[src/rtl/em_pipe_reg_pkg.sv]
// em_pipe_reg_pkg: constants shared by the E/M pipeline register and its
// helpers.
//   TW          Tnew counter width
//   TNEW_ZERO   Tnew value meaning "result is available now"
//   WD_ALU      M-stage result select: ALU output
//   WD_PC8      M-stage result select: link address (PC + 8)
//   BUBBLE_PC   PC value carried by a bubble (reset or flush)
package em_pipe_reg_pkg;

   localparam int unsigned TW = 2;

   localparam logic [TW-1:0] TNEW_ZERO = 2'd0;

   localparam logic WD_ALU = 1'b0;
   localparam logic WD_PC8 = 1'b1;

   localparam logic [31:0] BUBBLE_PC = 32'h0000_0000;

endpackage

[src/rtl/sat_counter32.sv]
// sat_counter32: 32-bit incrementer that sticks at all-ones.
//   clk    rising-edge clock
//   reset  asynchronous, active-high clear
//   inc    count this edge
//   count  current value
module sat_counter32 (
   input  logic        clk,
   input  logic        reset,
   input  logic        inc,
   output logic [31:0] count
);

   always_ff @(posedge clk or posedge reset) begin
      if (reset) begin
         count <= '0;
      end else if (inc && (count != '1)) begin
         count <= count + 32'd1;
      end
   end

endmodule

[src/rtl/em_pipe_reg.sv]
// em_pipe_reg: E/M pipeline register of the five-stage MIPS core.
// Captures the E-stage result, destination register, store data, PC and
// instruction, ages the Tnew forwarding counter by one stage and presents a
// forwarding source (valid, data) built only from registered state.
//
// Ports:
//   clk, reset                 clock, asynchronous active-high reset
//   en                         1 = load E stage, 0 = hold
//   clr                        synchronous flush (bubble), beats en
//   E_PC, E_Instr, E_ALU_O,
//   E_MUXE_RegDst_O, E_RT_Data,
//   E_Tnew, E_WDSel            E-stage inputs
//   M_PC, M_Instr, M_ALU_O,
//   M_RT_Data, M_A3, M_Tnew,
//   M_WDSel                    registered M-stage copies (Tnew aged)
//   M_Fwd_Valid, M_Fwd_Data    forwarding source for the hazard unit
//   perf_bubble_cnt,
//   perf_hold_cnt              performance counters
//
// Build option: EM_PERF_EN enables the two saturating performance counters;
// without it both counter ports are tied to zero and no counter flops exist.
module em_pipe_reg #(
   parameter int unsigned DW        = 32,
   parameter int unsigned AW        = 5,
   parameter int unsigned TW        = 2,
   parameter logic [31:0] BUBBLE_PC = em_pipe_reg_pkg::BUBBLE_PC
) (
   input  logic          clk,
   input  logic          reset,
   input  logic          en,
   input  logic          clr,
   input  logic [DW-1:0] E_PC,
   input  logic [DW-1:0] E_Instr,
   input  logic [DW-1:0] E_ALU_O,
   input  logic [AW-1:0] E_MUXE_RegDst_O,
   input  logic [DW-1:0] E_RT_Data,
   input  logic [TW-1:0] E_Tnew,
   input  logic          E_WDSel,
   output logic [DW-1:0] M_PC,
   output logic [DW-1:0] M_Instr,
   output logic [DW-1:0] M_ALU_O,
   output logic [DW-1:0] M_RT_Data,
   output logic [AW-1:0] M_A3,
   output logic [TW-1:0] M_Tnew,
   output logic          M_WDSel,
   output logic          M_Fwd_Valid,
   output logic [DW-1:0] M_Fwd_Data,
   output logic [31:0]   perf_bubble_cnt,
   output logic [31:0]   perf_hold_cnt
);

   import em_pipe_reg_pkg::*;

   logic [TW-1:0] tnew_aged;

   // Saturating decrement: an instruction already producing stays at zero.
   always_comb begin
      tnew_aged = '0;
      if (E_Tnew != TW'(TNEW_ZERO)) begin
         tnew_aged = E_Tnew - TW'(1);
      end
   end

   always_ff @(posedge clk or posedge reset) begin
      if (reset) begin
         M_PC      <= DW'(BUBBLE_PC);
         M_Instr   <= '0;
         M_ALU_O   <= '0;
         M_RT_Data <= '0;
         M_A3      <= '0;
         M_Tnew    <= '0;
         M_WDSel   <= WD_ALU;
      end else if (clr) begin
         M_PC      <= DW'(BUBBLE_PC);
         M_Instr   <= '0;
         M_ALU_O   <= '0;
         M_RT_Data <= '0;
         M_A3      <= '0;
         M_Tnew    <= '0;
         M_WDSel   <= WD_ALU;
      end else if (en) begin
         M_PC      <= E_PC;
         M_Instr   <= E_Instr;
         M_ALU_O   <= E_ALU_O;
         M_RT_Data <= E_RT_Data;
         M_A3      <= E_MUXE_RegDst_O;
         M_Tnew    <= tnew_aged;
         M_WDSel   <= E_WDSel;
      end
   end

   // $0 is never a forwarding target; A3 = 0 also encodes "no write".
   always_comb begin
      M_Fwd_Valid = (M_A3 != '0) && (M_Tnew == TW'(TNEW_ZERO));
      M_Fwd_Data  = (M_WDSel == WD_ALU) ? M_ALU_O : (M_PC + DW'(8));
   end

`ifdef EM_PERF_EN
   logic bubble_inc;
   logic hold_inc;

   // A load of a zero instruction word is a bubble arriving from upstream.
   always_comb begin
      bubble_inc = clr || (en && (E_Instr == '0));
      hold_inc   = !clr && !en;
   end

   sat_counter32 u_bubble_cnt (
      .clk   (clk),
      .reset (reset),
      .inc   (bubble_inc),
      .count (perf_bubble_cnt)
   );

   sat_counter32 u_hold_cnt (
      .clk   (clk),
      .reset (reset),
      .inc   (hold_inc),
      .count (perf_hold_cnt)
   );
`else
   assign perf_bubble_cnt = '0;
   assign perf_hold_cnt   = '0;
`endif

endmodule

[config.mk]
export PLATFORM = sky130hd
export DESIGN_NAME = em_pipe_reg
export DESIGN_NICKNAME = d
export VERILOG_FILES = /design/src/rtl/em_pipe_reg_pkg.sv /design/src/rtl/sat_counter32.sv /design/src/rtl/em_pipe_reg.sv
export SDC_FILE = /design/constraint.sdc
export NUM_CORES = 1
export LEC_CHECK = 0
export BUFFER_PORTS_ARGS = -buffer_cell sky130_fd_sc_hd__buf_2
export CORE_AREA = 2 2 143 145
export DETAILED_ROUTE_END_ITERATION = 10
export DIE_AREA = 0 0 145 147
export PLACE_DENSITY = 0.7
export SETUP_SLACK_MARGIN = 0.4
export SLEW_MARGIN = 5
export SYNTH_ARGS = -nofsm -noshare
export SYNTH_HDL_FRONTEND = slang
export SYNTH_SLANG_ARGS = --single-unit
[constraint.sdc]
create_clock -name clk -period 6.9 [get_ports clk]
set_input_delay 0.345 -clock clk [delete_from_list [all_inputs] [get_ports clk]]
set_output_delay 0.345 -clock clk [all_outputs]
set_load 0.1 [all_outputs]
## Word level (Yosys, flattened, before mapping)

Cells that the tools add are included.

| cells by class | value |
|---|---|
| divide/modulo/power cells | 0 |
| eq/ne operators | 0 |
| multipliers | 0 |
| reduce and logical (&&, ||, !) cells | 5 |
| mux-type cells | 16 |
| magnitude comparators | 0 |
| bitwise gates (word level) | 0 |
| shift operators | 0 |
| add/subtract/negate cells | 2 |

Operators by type and width:

| kind | count |
|---|---|
| $mux W32 | 9 |
| $add A32 B4 Y32 const B | 1 |
| $mux W5 | 2 |
| $mux W2 | 3 |
| $reduce_bool A5 Y1 | 1 |
| $reduce_bool A2 Y1 | 2 |
| $logic_not A2 Y1 | 1 |
| $mux W1 | 2 |
| $sub A2 B1 Y2 const B | 1 |
| $logic_and A1 B1 Y1 | 1 |

| word-level totals | value |
|---|---|
| register bits after elaboration | 136 |
| ROM bits | 0 |
| memories kept | 0 |
| word-level logic and storage cells | 30 |
| output and inout port bits | 233 |
| bits of input ports | 140 |
| latch bits | 0 |
| memory bits (writable) | 0 |

## Depth between registers and ports, before layout

Gate-level depths: netlist (run 1).

| logic depth | value |
|---|---|
| depth after elaboration | 4 |
| gate-level depth with buffers | 6 |

## Worst setup path after synthesis (run 1)

OpenSTA, ideal clock, no wires.

| timing path | value |
|---|---|
| path kind | reg2out |
| start | register M_PC[3] |
| end | output M_Fwd_Data[29] |
| stages on the path, launching flop included | 7 |
| data arrival time | 4.033 ns |
| data required time | 6.555 ns |
| setup slack | 2.522 ns |
| path through | dfrtp_1 > ha_1 > nand4_1 > or4_1 > clkbuf_1 > or4_1 > a31oi_1 |

| between the ends | value |
|---|---|
| cells in the longest elaborated chain, start to end | 2 |

RTL lines:

| what | RTL line | source |
|---|---|---|
| start, declared | em_pipe_reg.sv:39 | `output logic [DW-1:0] M_PC,` |
| start signal, assigned | em_pipe_reg.sv:66 | `M_PC <= DW'(BUBBLE_PC);` |
| start signal, assigned | em_pipe_reg.sv:74 | `M_PC <= DW'(BUBBLE_PC);` |
| $add A32 B4 Y32 | em_pipe_reg.sv:95 | `M_Fwd_Data = (M_WDSel == WD_ALU) ? M_ALU_O : (M_PC + DW'(8));` |
| $mux W32 | em_pipe_reg.sv:95 |  |
| end, declared | em_pipe_reg.sv:47 | `output logic [DW-1:0] M_Fwd_Data,` |

No other way between the ends.

## Worst setup path in the final report (run 1)

| timing path | value |
|---|---|
| start | register M_PC[7] |
| end | output M_Fwd_Data[29] |

Same word-level chain as after synthesis.

==> flow_summary.ini, run 1 <==
[status]
status = complete, but fails checks
violations = negative hold slack

[synth]
synth.yosys.seq_area_share_pct = 49.7
ys_warn_count = 0
yosysUniqueCellTypes = 37
yosys.area.top_type_share_pct = 49.7
syn_area_sq_mm = 0.00685
synth_area_per_cell_sq_um = 10.2
ys_seq_elements = 136
synth_cells = 671
ys_top_cells_by_area = dfrtp_1 (50%), mux2i_1 (20%), nor2_1 (9.1%)
yosysTopAreaCell = dfrtp_1

[route]
firstDrtPassIters = 4
drt_wl_total_mm = 19.4
ant_nets = 0
wl_per_cell_um = 15.7
initialDrtViolationCount = 242
drc = 0
vias_per_cell = 4.68
vias = 5797

[clock_tree]
root_buffer = clkbuf_16
cts-resized-gates = 0
clk_latency_ns = 0.41
postCtsHoldBufs = 0
cts_tree = yes
cts.sinks = 136
htreeDepth = 4
cts_made_buffers = 17
clk_path_buf_depth = 2
post-cts-setup-buffers = 0
path_clk_slew_ns = 0.07

[sta]
worst_slack_ns = 3.46
tightest_slew_ns = 1.04
finalMaxSlewViolations = 0
fmax_mhz = 291
finalSetupTns_ns = 0
finClkSkew_ns = 0
fin_crit_sh_pct = 49.8
rsz0062_at_grt = false
setup_violations = 0
fin_crit_ns = 3.44
slew_headroom_pct = 30.9
finalHoldViolCount = 3
hold_ws_ns = -0.0103

[layout]
final_nets = 1099
antenna_cells = 0
fillers = 1906
layout_common_cells = buf_2 (306), nor2_1 (166), dfrtp_1 (135), mux2i_1 (134), conb_1 (64)
area_growth_pct = 30.6
final_common_cell = buf_2
final-seq-area_sq_mm = 0.00340
multi_input_comb_area_sq_mm = 0.00301
drive_above_1_share_pct = 36.6

[hold_path]
hold_class = in -> async

[global_route]
gr-total-overflow = 0
antenna_found_initial = 0
grt_pass1_wl_mm = 31.1
grt_usage_pct = 18.4
grt_max_degree = 85
grt_pass1_vias = 5746

[setup_path]
required_ns = 6.55
setup.worst_path.start_class = register
worst_ep_arrival_time_ns = 3.09
critPathCaptureType = output port
worst-path-max-fanout = 11
critPathKind = reg -> out

[placement]
gp_congestion = 0.808
place.port_buffers = 308
pre_cts_ws_ns = 3.86
dp_hpwl_mm = 14.1

[floorplan]
fp.dieW_um = 145
coreArea_sq_mm = 0.0198
die_area_sq_mm = 0.0213
ios = 373
initial_core_util_pct = 34.5
fp.dieH_um = 147
rows = 52

[flow_run]
maxCapViolCount = 0

[power_and_ir_drop]
ir_worst_vdd_mv = 0.157
powerDensity_mw_per_mm2 = 303
p_leak_nw = 4.95
[cells in the mapped netlist (all sizes together)]
cell type and n:
nor2 166, dfrtp 136, mux2i 134, buf 81, clkbuf 26, a21oi 18
a31oi 12, nand2 11, xnor2 10, nand4 9, nand3 8, or4 8
nor3 6, o21ai 6, inv 5, or3 5, xor2 5, mux2 4
nor4 4, o31ai 4, and3 2, nand2b 2, a211oi 1, a31o 1
and4 1, conb 1, ha 1, nand3b 1, nand4b 1, o41ai 1
or4b 1
[critical path, stage by stage, from the launching register on]
cell,delay (ns)
dfrtp_1,0.47
nand4_2,0.29
or4_1,0.75
or4_1,0.55
a31oi_1,0.16
buf_2,0.44
[cell families (layout without fill, tap and decap cells)]
family / Yosys count / in the layout / share of synthesized area (%)
AO/OA/AOI/OAI: 43 / 43 / 3.65
AND/OR/NAND/NOR: 225 / 225 / 14.4
flip-flops: 136 / 136 / 49.7
other: 1 / 64 / 0.0548
buffers and inverters: 112 / 348 / 9.87
XOR/XNOR: 15 / 15 / 1.92
adder cells (fa/ha/maj): 1 / 1 / 0.183
multiplexers: 138 / 138 / 20.2
[through the flow]
stage | instance area (sq um) | hold WS [ns] | instances | power (mW) | utilization [%]
floorplan | 7080 | 0.492 | 734 | 1.68 | -
CTS | 8940 | 0.0164 | 1240 | 2.74 | 45.1
finish | 8940 | -0.0103 | 1240 | 2.71 | 45.1
global route | 8940 | 0.0309 | 1240 | 2.81 | 45.1
detailed placement | 8350 | 0.474 | 1209 | 1.80 | 42.1
global placement | 8350 | 0.461 | 1209 | 1.79 | 42.1
[layout make-up]
type,count,share of cell area (%)
timing repair buffer,312,17.7
sequential,136,38.1
tap,270,3.78
inverter,5,0.266
clock inverter,14,1.85
multi-input combinational,486,33.6
clock buffer,17,4.76
[path summary, 6_finish.rpt]
| kind | cells after the start | slack [ns] | startpoint | end |
|---|---|---|---|---|
| min in group clk | 3 | 0.17 | E_ALU_O[21] | M_ALU_O[21] |
| setup reg to reg | 2 | 5.94 | M_WDSel | M_WDSel |
| setup / recovery | 5 | 3.46 | M_PC[7] | M_Fwd_Data[29] |
| hold / removal | 2 | -0.01 | reset | M_Instr[11] |
| max in group asynchronous | 3 | 5.47 | reset | M_WDSel |
| hold reg to reg | 2 | 0.51 | M_Instr[10] | M_Instr[10] |
[power by group]
part	total [mW]	internal, mW	switching [mW]	leakage, nW
sequential	0.883	0.842	0.0412	1.80
clock	0.928	0.542	0.386	0.278
combinational	0.898	0.134	0.764	2.87
[state kept, by name (all words and copies together) (netlist names)]
register,cells
M_A3,5
M_ALU_O,32
M_Instr,32
M_PC,32
M_RT_Data,32
M_Tnew,2
M_WDSel,1
[routing by layer]
metal	global-route usage, %	wire length (um)
met3	6.83	1690
met2	31.2	9620
met1	21.6	7820
met4	5.84	284
met5	0	0
No activity file was read; power rests on OpenSTA's default activity.
==> run 2: changes to the inputs <==
==> constraint.sdc (replaced) <==
create_clock -name clk -period 3.6 [get_ports clk]
set_input_delay 0.18 -clock clk [delete_from_list [all_inputs] [get_ports clk]]
set_output_delay 0.18 -clock clk [all_outputs]
set_load 0.1 [all_outputs]
==> flow_summary.ini, run 2 (synthesis gave the netlist of run 1 again) <==
[power_and_ir_drop]
combPwrFrac_pct = 34.1
p_seq_share_pct = 32.2
powerDensity_mw_per_mm2 = 538
p_int_mw = 2.93
swShare_pct = 44.8
p_leak_nw = 5.23
switchingPower_mw = 2.37
p_total_mw = 5.30
clkPwrFrac_pct = 33.6
ir_worst_vdd_mv = 0.300

[sta]
fin_crit_sh_pct = 85.2
rsz0062_at_grt = false
slew_headroom_pct = 36.8
fmax_mhz = 326
finalMaxSlewViolations = 0
setup_violations = 0
hold_ws_ns = 0.0136
tightest_slew_ns = 0.948
finClkSkew_ns = 0
finalHoldViolCount = 0
fin_crit_ns = 3.07

[route]
vias_per_cell = 4.60
wl_per_cell_um = 16.1
vias = 5999
drt_wl_total_mm = 20.9
ant_nets = 0
initialDrtViolationCount = 246
drc = 0
firstDrtPassIters = 4

[placement]
gp_congestion = 0.804
place.port_buffers = 308
dp_hpwl_mm = 14.7
dp_cells = 1211
dpl-instance-area_sq_mm = 0.00864

[floorplan]
rows = 52
coreArea_sq_mm = 0.0198
die_area_sq_mm = 0.0213
fp.dieW_um = 145
fp.dieH_um = 147
initial_core_util_pct = 34.5
ios = 373

[layout]
final_nets = 1161
area_growth_pct = 44.0
layout_common_cells = buf_2 (300), nor2_1 (166), mux2i_1 (134), dfrtp_1 (125), conb_1 (64)
final_cells = 1303
drive_above_1_share_pct = 38.5
final_area_sq_mm = 0.00986
fin_util_pct = 49.7
antenna_cells = 0
final_common_cell = buf_2

[hold_path]
hold_depth = 3
hp-start = E_PC[12]
hold_class = in -> reg
holdPathEnd = M_PC[12]

[clock_tree]
root_buffer = clkbuf_16
post-cts-setup-buffers = 0
cts_made_buffers = 17
clk_latency_ns = 0.41
path_clk_slew_ns = 0.07
htreeDepth = 4
cts_tree = yes
cts.sinks = 136
clk_path_buf_depth = 2

[setup_path]
critPathCaptureType = output port
timing.rr.end = M_WDSel
setup.worst_path.start_class = register
worst_ep_arrival_time_ns = 2.89
worst-path-max-fanout = 13
reg2reg_depth = 2
required_ns = 3.42
r2r_slack_ns = 2.21
r2r-start = M_WDSel
critPathKind = reg -> out

[global_route]
grt_usage_pct = 19.4
antenna_found_initial = 0
grt_pass1_vias = 5931
gr-total-overflow = 0
grt_max_degree = 75
grt_pass1_wl_mm = 32.7

[flow_run]
maxCapViolCount = 0

[status]
status = finished clean
run 2: layout make-up:
| cell class | count | area (sq um) |
|---|---|---|
| Sequential cell | 136 | 3420 |
| Inverter | 5 | 22.5 |
| Fill cell | 1807 | 9990 |
| Timing Repair Buffer | 374 | 2250 |
| Clock buffer | 17 | 425 |
| Tap cell | 270 | 338 |
| Multi-Input combinational cell | 486 | 3230 |
| Clock inverter | 15 | 176 |
run 2: what timing repair did:
item                                    CTS  global route
hold buffers                             60             0
hold endpoints to repair                 97             0
endpoints found under the setup margin    2             8
resized for setup                         2             5
run 2: critical path, cell delays in order, from the launching register on:
cell	delay (ns)
dfrtp_2	0.43
nand4_2	0.29
or4_4	0.59
or3_2	0.51
a31oi_4	0.18
buf_2	0.45
run 2: metrics by stage:
step,setup slack [ns],TNS [ns]
after floorplan,-0.0160,-0.0160
after global placement,0.785,0
after detailed placement,0.748,0
after CTS,0.393,0
after global routing,0.406,0
final,0.533,0
run 2: worst max-delay path by stage:
stage	from	end	slack, ns	depth (start not counted)
2_1_floorplan	M_PC[17]	M_Fwd_Data[29]	-0.02	5
3_3_place_gp	M_PC[7]	M_Fwd_Data[29]	0.79	5
3_5_place_dp	M_PC[7]	M_Fwd_Data[29]	0.75	5
4_1_cts	M_PC[7]	M_Fwd_Data[29]	0.39	5
5_1_grt	M_PC[7]	M_Fwd_Data[22]	0.41	5
6_report	M_PC[7]	M_Fwd_Data[22]	0.53	5
run 2: power by group through the flow:
stage	combinational (mW)	clock (mW)	sequential (mW)
after global routing	1.88	1.91	1.72
after floorplan	0.914	0	2.34
final	1.81	1.78	1.71
after CTS	1.82	1.83	1.71
after detailed placement	1.76	0	1.73
after global placement	1.76	0	1.73
run 2: per-layer routing:
layer | up-vias | wire [um] | track usage [%]
li1 | 2841 | - | -
met1 | 2891 | 8810 | 24.4
met2 | 235 | 10400 | 32.8
met3 | 32 | 1330 | 5.53
met4 | 0 | 384 | 5.69
met5 | - | 0 | 0
